==> src/rtl/register_file_mp_pkg.sv <==
// Shared types for the multi-port register file: default size, clear-engine
// state encoding and a register index type.
package common;

  localparam int unsigned REGISTER_FILE_SIZE = 32;

  typedef enum logic {RF_IDLE, RF_CLEAR} rf_clr_state_t;

  typedef logic [$clog2(REGISTER_FILE_SIZE)-1:0] reg_id_t;

endpackage

==> src/rtl/register_file_mp_if.sv <==
// Bundle of write, read, scoreboard and clear signals between the decode/writeback
// logic (master) and the register file (slave).
interface register_file_mp_if #(
  parameter int unsigned DATA_W   = 32,
  parameter int unsigned NUM_REGS = common::REGISTER_FILE_SIZE,
  parameter int unsigned NUM_RD   = 2,
  parameter int unsigned NUM_WR   = 2
);
  localparam int unsigned AW = $clog2(NUM_REGS);

  logic [NUM_WR-1:0]              wr_en;
  logic [NUM_WR-1:0][AW-1:0]      wr_id;
  logic [NUM_WR-1:0][DATA_W-1:0]  wr_data;
  logic [NUM_RD-1:0][AW-1:0]      rd_id;
  logic [NUM_RD-1:0][DATA_W-1:0]  rd_data;
  logic [NUM_RD-1:0]              rd_ready;
  logic                           sb_set_en;
  logic [AW-1:0]                  sb_set_id;
  logic [NUM_REGS-1:0]            pending;
  logic                           clear_req;
  logic                           clear_busy;

  modport master (
    output wr_en, wr_id, wr_data, rd_id, sb_set_en, sb_set_id, clear_req,
    input  rd_data, rd_ready, pending, clear_busy
  );

  modport slave (
    input  wr_en, wr_id, wr_data, rd_id, sb_set_en, sb_set_id, clear_req,
    output rd_data, rd_ready, pending, clear_busy
  );

endinterface

==> src/rtl/register_file_mp_rf_write_arbiter.sv <==
// For each queried register index, finds the highest-numbered effective write
// port targeting it and returns its data.
module rf_write_arbiter #(
  parameter int unsigned DATA_W = 32,
  parameter int unsigned AW     = 5,
  parameter int unsigned NUM_WR = 2,
  parameter int unsigned NUM_Q  = 2
) (
  input  logic [NUM_WR-1:0]             wr_eff_i,
  input  logic [NUM_WR-1:0][AW-1:0]     wr_id_i,
  input  logic [NUM_WR-1:0][DATA_W-1:0] wr_data_i,
  input  logic [NUM_Q-1:0][AW-1:0]      q_id_i,
  output logic [NUM_Q-1:0]              hit_o,
  output logic [NUM_Q-1:0][DATA_W-1:0]  data_o
);

  always_comb begin
    hit_o  = '0;
    data_o = '0;
    for (int q = 0; q < int'(NUM_Q); q++) begin
      // Ascending scan: a later (higher) port overrides earlier hits.
      for (int p = 0; p < int'(NUM_WR); p++) begin
        if (wr_eff_i[p] && (wr_id_i[p] == q_id_i[q])) begin
          hit_o[q]  = 1'b1;
          data_o[q] = wr_data_i[p];
        end
      end
    end
  end

endmodule

==> src/rtl/register_file_mp.sv <==
// Multi-port register file with write-to-read bypass, pending scoreboard and a
// sequential bulk-clear engine that zeroes one register per cycle.
module register_file_mp
  import common::*;
#(
  parameter int unsigned DATA_W   = 32,
  parameter int unsigned NUM_REGS = REGISTER_FILE_SIZE,
  parameter int unsigned NUM_RD   = 2,
  parameter int unsigned NUM_WR   = 2,
  parameter bit          ZERO_REG = 1'b1
) (
  input logic               clk,
  input logic               reset,
  register_file_mp_if.slave bus
);

  localparam int unsigned AW = $clog2(NUM_REGS);

  rf_clr_state_t                  state_q, state_d;
  logic [AW-1:0]                  cnt_q, cnt_d;
  logic [NUM_REGS-1:0][DATA_W-1:0] regs_q, regs_d;
  logic [NUM_REGS-1:0]            pend_q, pend_d;

  logic                           clear_busy;
  logic [NUM_WR-1:0]              wr_eff;
  logic                           sb_eff;
  logic [NUM_REGS-1:0][AW-1:0]    all_ids;
  logic [NUM_REGS-1:0]            reg_hit;
  logic [NUM_REGS-1:0][DATA_W-1:0] reg_wdata;
  logic [NUM_RD-1:0]              byp_hit;
  logic [NUM_RD-1:0][DATA_W-1:0]  byp_data;

  assign clear_busy = (state_q == RF_CLEAR);

  always_comb begin
    wr_eff = '0;
    for (int p = 0; p < int'(NUM_WR); p++) begin
      wr_eff[p] = bus.wr_en[p] & ~clear_busy & (!ZERO_REG || (bus.wr_id[p] != '0));
    end
    sb_eff = bus.sb_set_en & ~clear_busy & (!ZERO_REG || (bus.sb_set_id != '0));
  end

  always_comb begin
    all_ids = '0;
    for (int i = 0; i < int'(NUM_REGS); i++) begin
      all_ids[i] = AW'(i);
    end
  end

  // Per-register resolution drives the array update.
  rf_write_arbiter #(
    .DATA_W (DATA_W),
    .AW     (AW),
    .NUM_WR (NUM_WR),
    .NUM_Q  (NUM_REGS)
  ) u_wr_arb (
    .wr_eff_i  (wr_eff),
    .wr_id_i   (bus.wr_id),
    .wr_data_i (bus.wr_data),
    .q_id_i    (all_ids),
    .hit_o     (reg_hit),
    .data_o    (reg_wdata)
  );

  // Per-read-port resolution drives the bypass.
  rf_write_arbiter #(
    .DATA_W (DATA_W),
    .AW     (AW),
    .NUM_WR (NUM_WR),
    .NUM_Q  (NUM_RD)
  ) u_byp_arb (
    .wr_eff_i  (wr_eff),
    .wr_id_i   (bus.wr_id),
    .wr_data_i (bus.wr_data),
    .q_id_i    (bus.rd_id),
    .hit_o     (byp_hit),
    .data_o    (byp_data)
  );

  always_comb begin
    state_d = state_q;
    cnt_d   = cnt_q;
    unique case (state_q)
      RF_IDLE: begin
        if (bus.clear_req) begin
          state_d = RF_CLEAR;
          cnt_d   = '0;
        end
      end
      RF_CLEAR: begin
        // Counter parks at the terminal index rather than wrapping.
        if (cnt_q == AW'(NUM_REGS - 1)) begin
          state_d = RF_IDLE;
        end else begin
          cnt_d = cnt_q + 1'b1;
        end
      end
      default: state_d = RF_IDLE;
    endcase
  end

  always_comb begin
    regs_d = regs_q;
    pend_d = pend_q;
    for (int i = 0; i < int'(NUM_REGS); i++) begin
      if (reg_hit[i]) begin
        regs_d[i] = reg_wdata[i];
        pend_d[i] = 1'b0;
      end
    end
    // Set is applied after write-clear so it wins on a same-id collision.
    if (sb_eff) begin
      pend_d[bus.sb_set_id] = 1'b1;
    end
    if (clear_busy) begin
      regs_d[cnt_q] = '0;
      pend_d[cnt_q] = 1'b0;
    end
  end

  always_ff @(posedge clk or posedge reset) begin
    if (reset) begin
      state_q <= RF_IDLE;
      cnt_q   <= '0;
      regs_q  <= '0;
      pend_q  <= '0;
    end else begin
      state_q <= state_d;
      cnt_q   <= cnt_d;
      regs_q  <= regs_d;
      pend_q  <= pend_d;
    end
  end

  always_comb begin
    bus.rd_data  = '0;
    bus.rd_ready = '0;
    for (int i = 0; i < int'(NUM_RD); i++) begin
      if (clear_busy) begin
        bus.rd_data[i] = '0;
      end else if (ZERO_REG && (bus.rd_id[i] == '0)) begin
        bus.rd_data[i] = '0;
      end else if (byp_hit[i]) begin
        bus.rd_data[i] = byp_data[i];
      end else begin
        bus.rd_data[i] = regs_q[bus.rd_id[i]];
      end
      bus.rd_ready[i] = ~clear_busy & (~pend_q[bus.rd_id[i]] | byp_hit[i]);
    end
  end

  assign bus.pending    = pend_q;
  assign bus.clear_busy = clear_busy;

endmodule

==> src/flat_wrapper.sv <==
// flat-port wrapper written by rule: the top's interface ports become plain ports
module register_file_mp_flat import common::*;
#(
  parameter int unsigned DATA_W   = 32,
  parameter int unsigned NUM_REGS = REGISTER_FILE_SIZE,
  parameter int unsigned NUM_RD   = 2,
  parameter int unsigned NUM_WR   = 2,
  parameter bit          ZERO_REG = 1'b1
)
  (clk, reset, bus_wr_en, bus_wr_id, bus_wr_data, bus_rd_id, bus_sb_set_en, bus_sb_set_id, bus_clear_req, bus_rd_data, bus_rd_ready, bus_pending, bus_clear_busy);
  register_file_mp_if #(.DATA_W(DATA_W), .NUM_REGS(NUM_REGS), .NUM_RD(NUM_RD), .NUM_WR(NUM_WR)) bus_i ();
  input logic clk;
  input logic reset;
  input wire logic [$bits(bus_i.wr_en)-1:0] bus_wr_en;
  input wire logic [$bits(bus_i.wr_id)-1:0] bus_wr_id;
  input wire logic [$bits(bus_i.wr_data)-1:0] bus_wr_data;
  input wire logic [$bits(bus_i.rd_id)-1:0] bus_rd_id;
  input wire logic [$bits(bus_i.sb_set_en)-1:0] bus_sb_set_en;
  input wire logic [$bits(bus_i.sb_set_id)-1:0] bus_sb_set_id;
  input wire logic [$bits(bus_i.clear_req)-1:0] bus_clear_req;
  output wire logic [$bits(bus_i.rd_data)-1:0] bus_rd_data;
  output wire logic [$bits(bus_i.rd_ready)-1:0] bus_rd_ready;
  output wire logic [$bits(bus_i.pending)-1:0] bus_pending;
  output wire logic [$bits(bus_i.clear_busy)-1:0] bus_clear_busy;
  assign bus_i.wr_en = bus_wr_en;
  assign bus_i.wr_id = bus_wr_id;
  assign bus_i.wr_data = bus_wr_data;
  assign bus_i.rd_id = bus_rd_id;
  assign bus_i.sb_set_en = bus_sb_set_en;
  assign bus_i.sb_set_id = bus_sb_set_id;
  assign bus_i.clear_req = bus_clear_req;
  assign bus_rd_data = bus_i.rd_data;
  assign bus_rd_ready = bus_i.rd_ready;
  assign bus_pending = bus_i.pending;
  assign bus_clear_busy = bus_i.clear_busy;
  register_file_mp #(.DATA_W(DATA_W), .NUM_REGS(NUM_REGS), .NUM_RD(NUM_RD), .NUM_WR(NUM_WR), .ZERO_REG(ZERO_REG)) u_core (.clk(clk), .reset(reset), .bus(bus_i));
endmodule
==> config.mk <==
export PLATFORM = sky130hd
export DESIGN_NAME = register_file_mp_flat
export DESIGN_NICKNAME = d
export VERILOG_FILES = /design/src/rtl/register_file_mp_pkg.sv /design/src/rtl/register_file_mp_if.sv /design/src/rtl/register_file_mp_rf_write_arbiter.sv /design/src/rtl/register_file_mp.sv /design/src/flat_wrapper.sv
export SDC_FILE = /design/constraint.sdc
export NUM_CORES = 2
export LEC_CHECK = 0
export CAP_MARGIN = 20
export CORE_ASPECT_RATIO = 1.25
export CORE_UTILIZATION = 50
export CTS_BUF_LIST = sky130_fd_sc_hd__clkbuf_4
export DETAILED_ROUTE_END_ITERATION = 12
export PLACE_DENSITY = 0.66
export SYNTH_ARGS = -nofsm -noshare
export SYNTH_HDL_FRONTEND = slang
export SYNTH_HIERARCHICAL = 1
export SYNTH_SLANG_ARGS = --single-unit
export TNS_END_PERCENT = 10
==> constraint.sdc <==
create_clock -name clk -period 49.7 [get_ports clk]
set_input_delay 9.94 -clock clk [delete_from_list [all_inputs] [get_ports clk]]
set_output_delay 9.94 -clock clk [all_outputs]
set_load 0.01 [all_outputs]
# Word level (Yosys, flattened, before mapping)
# Cells that the tools add are included.
dict set report totals {
  regBits 1062
  latchBits 0
  mem_bits_rw 0
  romBits 0
  in_bits 95
  out_inout_bits 99
  word_cells 436
  memories 0
}
dict set report op_classes {
  add_sub_neg 1
  n_mul 0
  n_div 0
  order_cmp 6
  eq_ne 69
  shifts 0
  mux 229
  bitwise_logic 18
  reduce_logical 78
}
# operator count
set op_table {}
lappend op_table {{two-way mux 32 bit} 111}
lappend op_table {{AND 1024 bit} 1}
lappend op_table {{two-way mux 1024 bit} 1}
lappend op_table {{inverter 1024 bit} 1}
lappend op_table {{binary-select mux 32 bit (select 5 bit)} 2}
lappend op_table {{equality test 5 bit (second input constant)} 33}
lappend op_table {{demux 32 bit (select 5 bit)} 1}
lappend op_table {{two-way mux 1 bit} 106}
lappend op_table {{equality test 5 x 4 -> 1 bit (second input constant)} 16}
lappend op_table {{logical AND 1 bit} 70}
lappend op_table {{equality test 5 x 3 -> 1 bit (second input constant)} 8}
lappend op_table {{AND 32 bit} 1}
lappend op_table {{inverter 32 bit} 1}
lappend op_table {{OR 32 bit} 1}
lappend op_table {{less-than comparator 5 x 6 -> 1 bit (second input constant)} 4}
lappend op_table {{equality test 5 x 2 -> 1 bit (second input constant)} 4}
lappend op_table {{equality test 5 bit} 4}
lappend op_table {{logical NOT 5 bit} 4}
lappend op_table {{nonzero test 5 bit} 3}
lappend op_table {{binary-select mux 1 bit (select 5 bit)} 2}
lappend op_table {{demux 1 bit (select 5 bit)} 2}
lappend op_table {{equality test 5 x 1 -> 1 bit (second input constant)} 2}
lappend op_table {{>= comparator 5 x 1 -> 1 bit (second input constant)} 2}
lappend op_table {{two-way mux 5 bit} 2}
lappend op_table {{other kinds (8)} 19}

# Longest topological paths before layout
dict set report logic_depth {
  ltp_word 11
  depth_mapped 14
  ltp_nobuf 9
}

# Modules after synthesis
# Netlist, hierarchy kept.
# module n_inst cells_per_inst area_per_inst_um2 seq_area_each_um2
set modules_own_cells {}
lappend modules_own_cells {register_file_mp 1 4726 59787.3 26575.5}
lappend modules_own_cells {{rf_write_arbiter at u_core.u_wr_arb} 1 3159 23736.5 0.0}
lappend modules_own_cells {{rf_write_arbiter at u_core.u_byp_arb} 1 216 1821.7 0.0}

# Least setup slack after synthesis
# No wires, ideal clock.
dict set report synth_path {
  path_kind {input -> output}
  startpoint {in bus_wr_id[5]}
  endpoint {out bus_rd_data[62]}
  arrival_time_ps 12372
  required_ps 39760
  slack_ps 27388
  cell_stages 13
  path_buffers 4
  cell_sequence {or4_1 -> nor2_1 -> nor3b_1 -> and3_1 -> buf_6 -> buf_12 -> a21o_1 -> nor2_1 -> and3b_1 -> clkbuf_1 -> clkbuf_1 -> a22oi_1 -> nand3_1}
}
dict set report synth_between {
  elab_chain_cells 7
  word_cells_on_any_way 9
  cone_classes {1 x eq/ne; 5 x mux; 1 x bitwise; 2 x reduce/logical}
}
# item line
set synth_rtl {}
lappend synth_rtl {{from (decl)} flat_wrapper.sv:15} ;# input wire logic [$bits(bus_i.wr_id)-1:0] bus_wr_id;
lappend synth_rtl {{nonzero test 5 bit} register_file_mp.sv:38} ;# wr_eff[p] = bus.wr_en[p] & ~clear_busy & (!ZERO_REG || (bus.wr_id[p] != '0));
lappend synth_rtl {{AND 1 bit} register_file_mp.sv:38}
lappend synth_rtl {{net u_core.wr_eff[1]} register_file_mp.sv:25} ;# logic [NUM_WR-1:0] wr_eff;
lappend synth_rtl {{logical AND 1 bit} register_file_mp_rf_write_arbiter.sv:23} ;# if (wr_eff_i[p] && (wr_id_i[p] == q_id_i[q])) begin
lappend synth_rtl {{two-way mux 1 bit} register_file_mp_rf_write_arbiter.sv:23}
lappend synth_rtl {{net u_core.byp_hit[1]} register_file_mp.sv:30} ;# logic [NUM_RD-1:0] byp_hit;
lappend synth_rtl {{two-way mux 32 bit} register_file_mp.sv:143} ;# end else if (byp_hit[i]) begin
lappend synth_rtl {{two-way mux 32 bit} register_file_mp.sv:141} ;# end else if (ZERO_REG && (bus.rd_id[i] == '0)) begin
lappend synth_rtl {{two-way mux 32 bit} register_file_mp.sv:139} ;# if (clear_busy) begin
lappend synth_rtl {{to (decl)} flat_wrapper.sv:21} ;# output wire logic [$bits(bus_i.rd_data)-1:0] bus_rd_data;
# The timed path passes the listed nets, and every way through them passes these cells.

# Worst setup path after layout
dict set report layout_path {
  startpoint {in bus_wr_id[3]}
  endpoint {out bus_rd_data[57]}
}
dict set report layout_between {
  elab_chain_cells 8
  word_cells_on_any_way 11
  cone_classes {1 x eq/ne; 7 x mux; 1 x bitwise; 2 x reduce/logical}
}
# item line
set layout_rtl {}
lappend layout_rtl {{nonzero test 5 bit} register_file_mp.sv:38}
lappend layout_rtl {{AND 1 bit} register_file_mp.sv:38}
lappend layout_rtl {{net u_core.wr_eff[0]} register_file_mp.sv:25}
lappend layout_rtl {{logical AND 1 bit} register_file_mp_rf_write_arbiter.sv:23}
lappend layout_rtl {{two-way mux 1 bit (2 in a row)} register_file_mp_rf_write_arbiter.sv:23}
lappend layout_rtl {{net u_core.byp_hit[1]} register_file_mp.sv:30}
lappend layout_rtl {{two-way mux 32 bit} register_file_mp.sv:143}
lappend layout_rtl {{two-way mux 32 bit} register_file_mp.sv:141}
lappend layout_rtl {{two-way mux 32 bit} register_file_mp.sv:139}
# The timed path passes the listed nets, and every way through them passes these cells.

==> results.tsv <==
metric	value	unit
status	complete, no violations	
EDFF count, synth	0	
GR Util All Layers	44.9	%
Num CTS Buffers	311	
Final Cycle Share	50.7	%
final worst path period need	25.21	ns
worst slew pin tran	1.30	ns
Worst-Skew Late Latency	1.43	ns
hold buffer count at CTS	0	
DRT Pass-1 Iters	10	
CP Capture Type	primary output	
post-route cell area	93100	sq um
Crit Path Class	primary input to primary output	
CP Launch Type	primary input	
via count	77800	
Post-Route WL	394	mm
Top FF cell, synth	dfrtp_1	
Seq/Total Area, Yosys	31.1	%
crit-path cells	buf_2 -> buf_4 -> or4_1 -> nor2_1 -> nor3b_2 -> buf_4 -> buf_4 -> a21o_1 -> nand2b_1 -> a21oi_4 -> buf_4 -> nand2_1 -> nand3_1 -> clkdlybuf4s50_1	
Initial Util	50.3	%
critical path peak fanout	56	
Root Driver	clkbuf_4	
share of flip-flops with an asynchronous set or reset	100	%
CTS tree	done	
Post-Syn Area	85300	sq um
post-route ant nets	0	
clock tree buffer depth	4	
die area	172000	sq um
first-pass GRT wire length	552	mm
clock slew at reported path FFs	0.06	ns
grt total ovfl	0	
die width	372	um
chip height	464	um
Avg Cell Area, Syn	10.5	sq um
largest net degree at the start of global routing	176	
most instantiated library cell after synthesis	nor2_1	
Slowest Stage Delay on Critical Path	0.87	ns
Hold Path Class	flop to flop	
placed cell area	89300	sq um
Core Rows	169	
Final Max Slew Viols	0	
Post-CTS Resized	0	
Max Clock Skew	0.112	ns
storage element area	26600	sq um
Synth Warn #	6	
# Max-Cap Violations	0	
Fillers	14700	
io pins	194	
Critical Path AT	15.27	ns
most numerous cell on the critical path	buf_4	
Worst slew margin	12.5	%
Routed WL per cell	37.0	um
fin nets	8312	
setup total negative slack	0	ns
initial drt markers	11900	
antenna violations before repair	29	
Max H-tree Level	5	
synth top area cells	dfrtp_1 (31%), mux4_2 (16%), mux2i_1 (12%)	
clock sinks	1062	
vias per inst	7.31	
vias in the first global route	76200	
Setup Buffers After CTS	0	
Placer Congestion	0.994	
Synth-to-Final Area Change	9.10	%
top-area cell type share of the netlist area	31.1	%
slowest CP cell	a21oi_4	
cell taking the most area after synthesis	dfrtp_1	
Worst IR Drop VDD	0.0000248	V
multi-input logic area	55800	sq um
power per standard cell area	24.3	nW/um^2
share of cells above drive strength 1	25.1	%
Final Setup Violations	0	
CP required	39.76	ns
Cell variety after synth	42	
Hold Vio Cnt, Final	0	
flops & latches, synth	1062	
Synth top cells by count	nor2_1 (1125), nor3_1 (1091), dfrtp_1 (1062)	
hpwl dp	224	mm
I/O Buffers	193	
core area	170000	sq um
Post-Syn Instances	8101	
Pleak	39.4	nW
fmax	0.0397	GHz
RSZ-0062 raised after global routing	false	
DRC	0	
[kinds of logic after synthesis]
family          synth area share (%)
other cells                  0.00880
xor+xnor                        3.52
mux                             44.3
fa+ha+maj                     0.0733
simple gates                    14.2
buf+inv                         5.62
compound gates                  1.14
flops                           31.1
[layer usage]
layer	track usage, %	routed length (um)	up-vias
met2	61.9	158000	7542
li1	-	-	29400
met5	5.12	1230	-
met4	36.0	41600	40
met1	51.2	127000	38000
met3	23.6	65700	2794
[through the flow]
| step | cells | power [mW] | utilization [%] | worst slack [ns] | hold WS (ns) |
|---|---|---|---|---|---|
| 2_1_floorplan | 8419 | 1.14 | - | 9.87 | 0.498 |
| 3_3_place_gp | 10100 | 1.37 | 52.6 | 24.73 | 0.513 |
| 3_5_place_dp | 10100 | 1.37 | 52.7 | 24.78 | 0.526 |
| 4_1_cts | 10600 | 2.22 | 54.9 | 24.75 | 0.542 |
| 5_1_grt | 10600 | 2.29 | 54.9 | 24.47 | 0.563 |
| 6_report | 10600 | 2.26 | 54.9 | 24.49 | 0.542 |
[area by class of cell]
class | instances | area share, %
diodes | 23 | 0.0618
clock buffers | 442 | 3.56
clock inverters | 55 | 0.398
inverters | 5 | 0.0282
multi-input cells | 6352 | 59.9
flip-flops and latches | 1062 | 28.5
well taps | 2223 | 2.99
repair buffers | 480 | 4.47
[worst paths after layout]
| path | start | endpoint | slack [ns] | cells past startpoint |
|---|---|---|---|---|
| max | bus_wr_id[3] | bus_rd_data[57] | 24.49 | 14 |
| min | u_core/regs_q[334]$_DFF_PP0_ | u_core/regs_q[334]$_DFF_PP0_ | 0.54 | 2 |
| max reg2reg | u_core/bus.clear_busy$_DFF_PP0_ | u_core/regs_q[1018]$_DFF_PP0_ | 45.19 | 9 |
| min reg2reg | u_core/regs_q[334]$_DFF_PP0_ | u_core/regs_q[334]$_DFF_PP0_ | 0.54 | 2 |
| max in group asynchronous | reset | u_core/regs_q[61]$_DFF_PP0_ | 38.08 | 4 |
| min in group asynchronous | reset | u_core/regs_q[958]$_DFF_PP0_ | 9.12 | 2 |
[sequential cells by signal, summed over array words and instances (netlist names)]
| register | flops |
|---|---|
| u_core/regs_q | 1024 |
| u_core/bus.pending | 32 |
| u_core/cnt_q | 5 |
| u_core/bus.clear_busy | 1 |
[power by group]
part | switching, mW | leakage (nW) | internal (mW)
clock | 0.429 | 2.21 | 0.435
combinational | 0.403 | 22.4 | 0.104
sequential | 0.0144 | 14.8 | 0.873
total | 0.847 | 39.4 | 1.41
[placed cells by master, fill, tap and decap left out, types with 209 or more instances in the layout]
master and count:
mux2i_1 1033, conb_1 320, clkbuf_4 442, dfrtp_1 1062
mux2_1 622, nor3_1 1091, mux4_2 592, nor2_1 1091
mux2_2 480, xnor2_1 209, buf_4 278
[critical path: cells and delay by family]
family / cells / cell delay [ns]
AND/OR/NAND/NOR: 6 / 0.86
buffers and inverters: 6 / 3.21
AO/OA/AOI/OAI: 2 / 1.20
No activity file was read; power rests on OpenSTA's default activity.
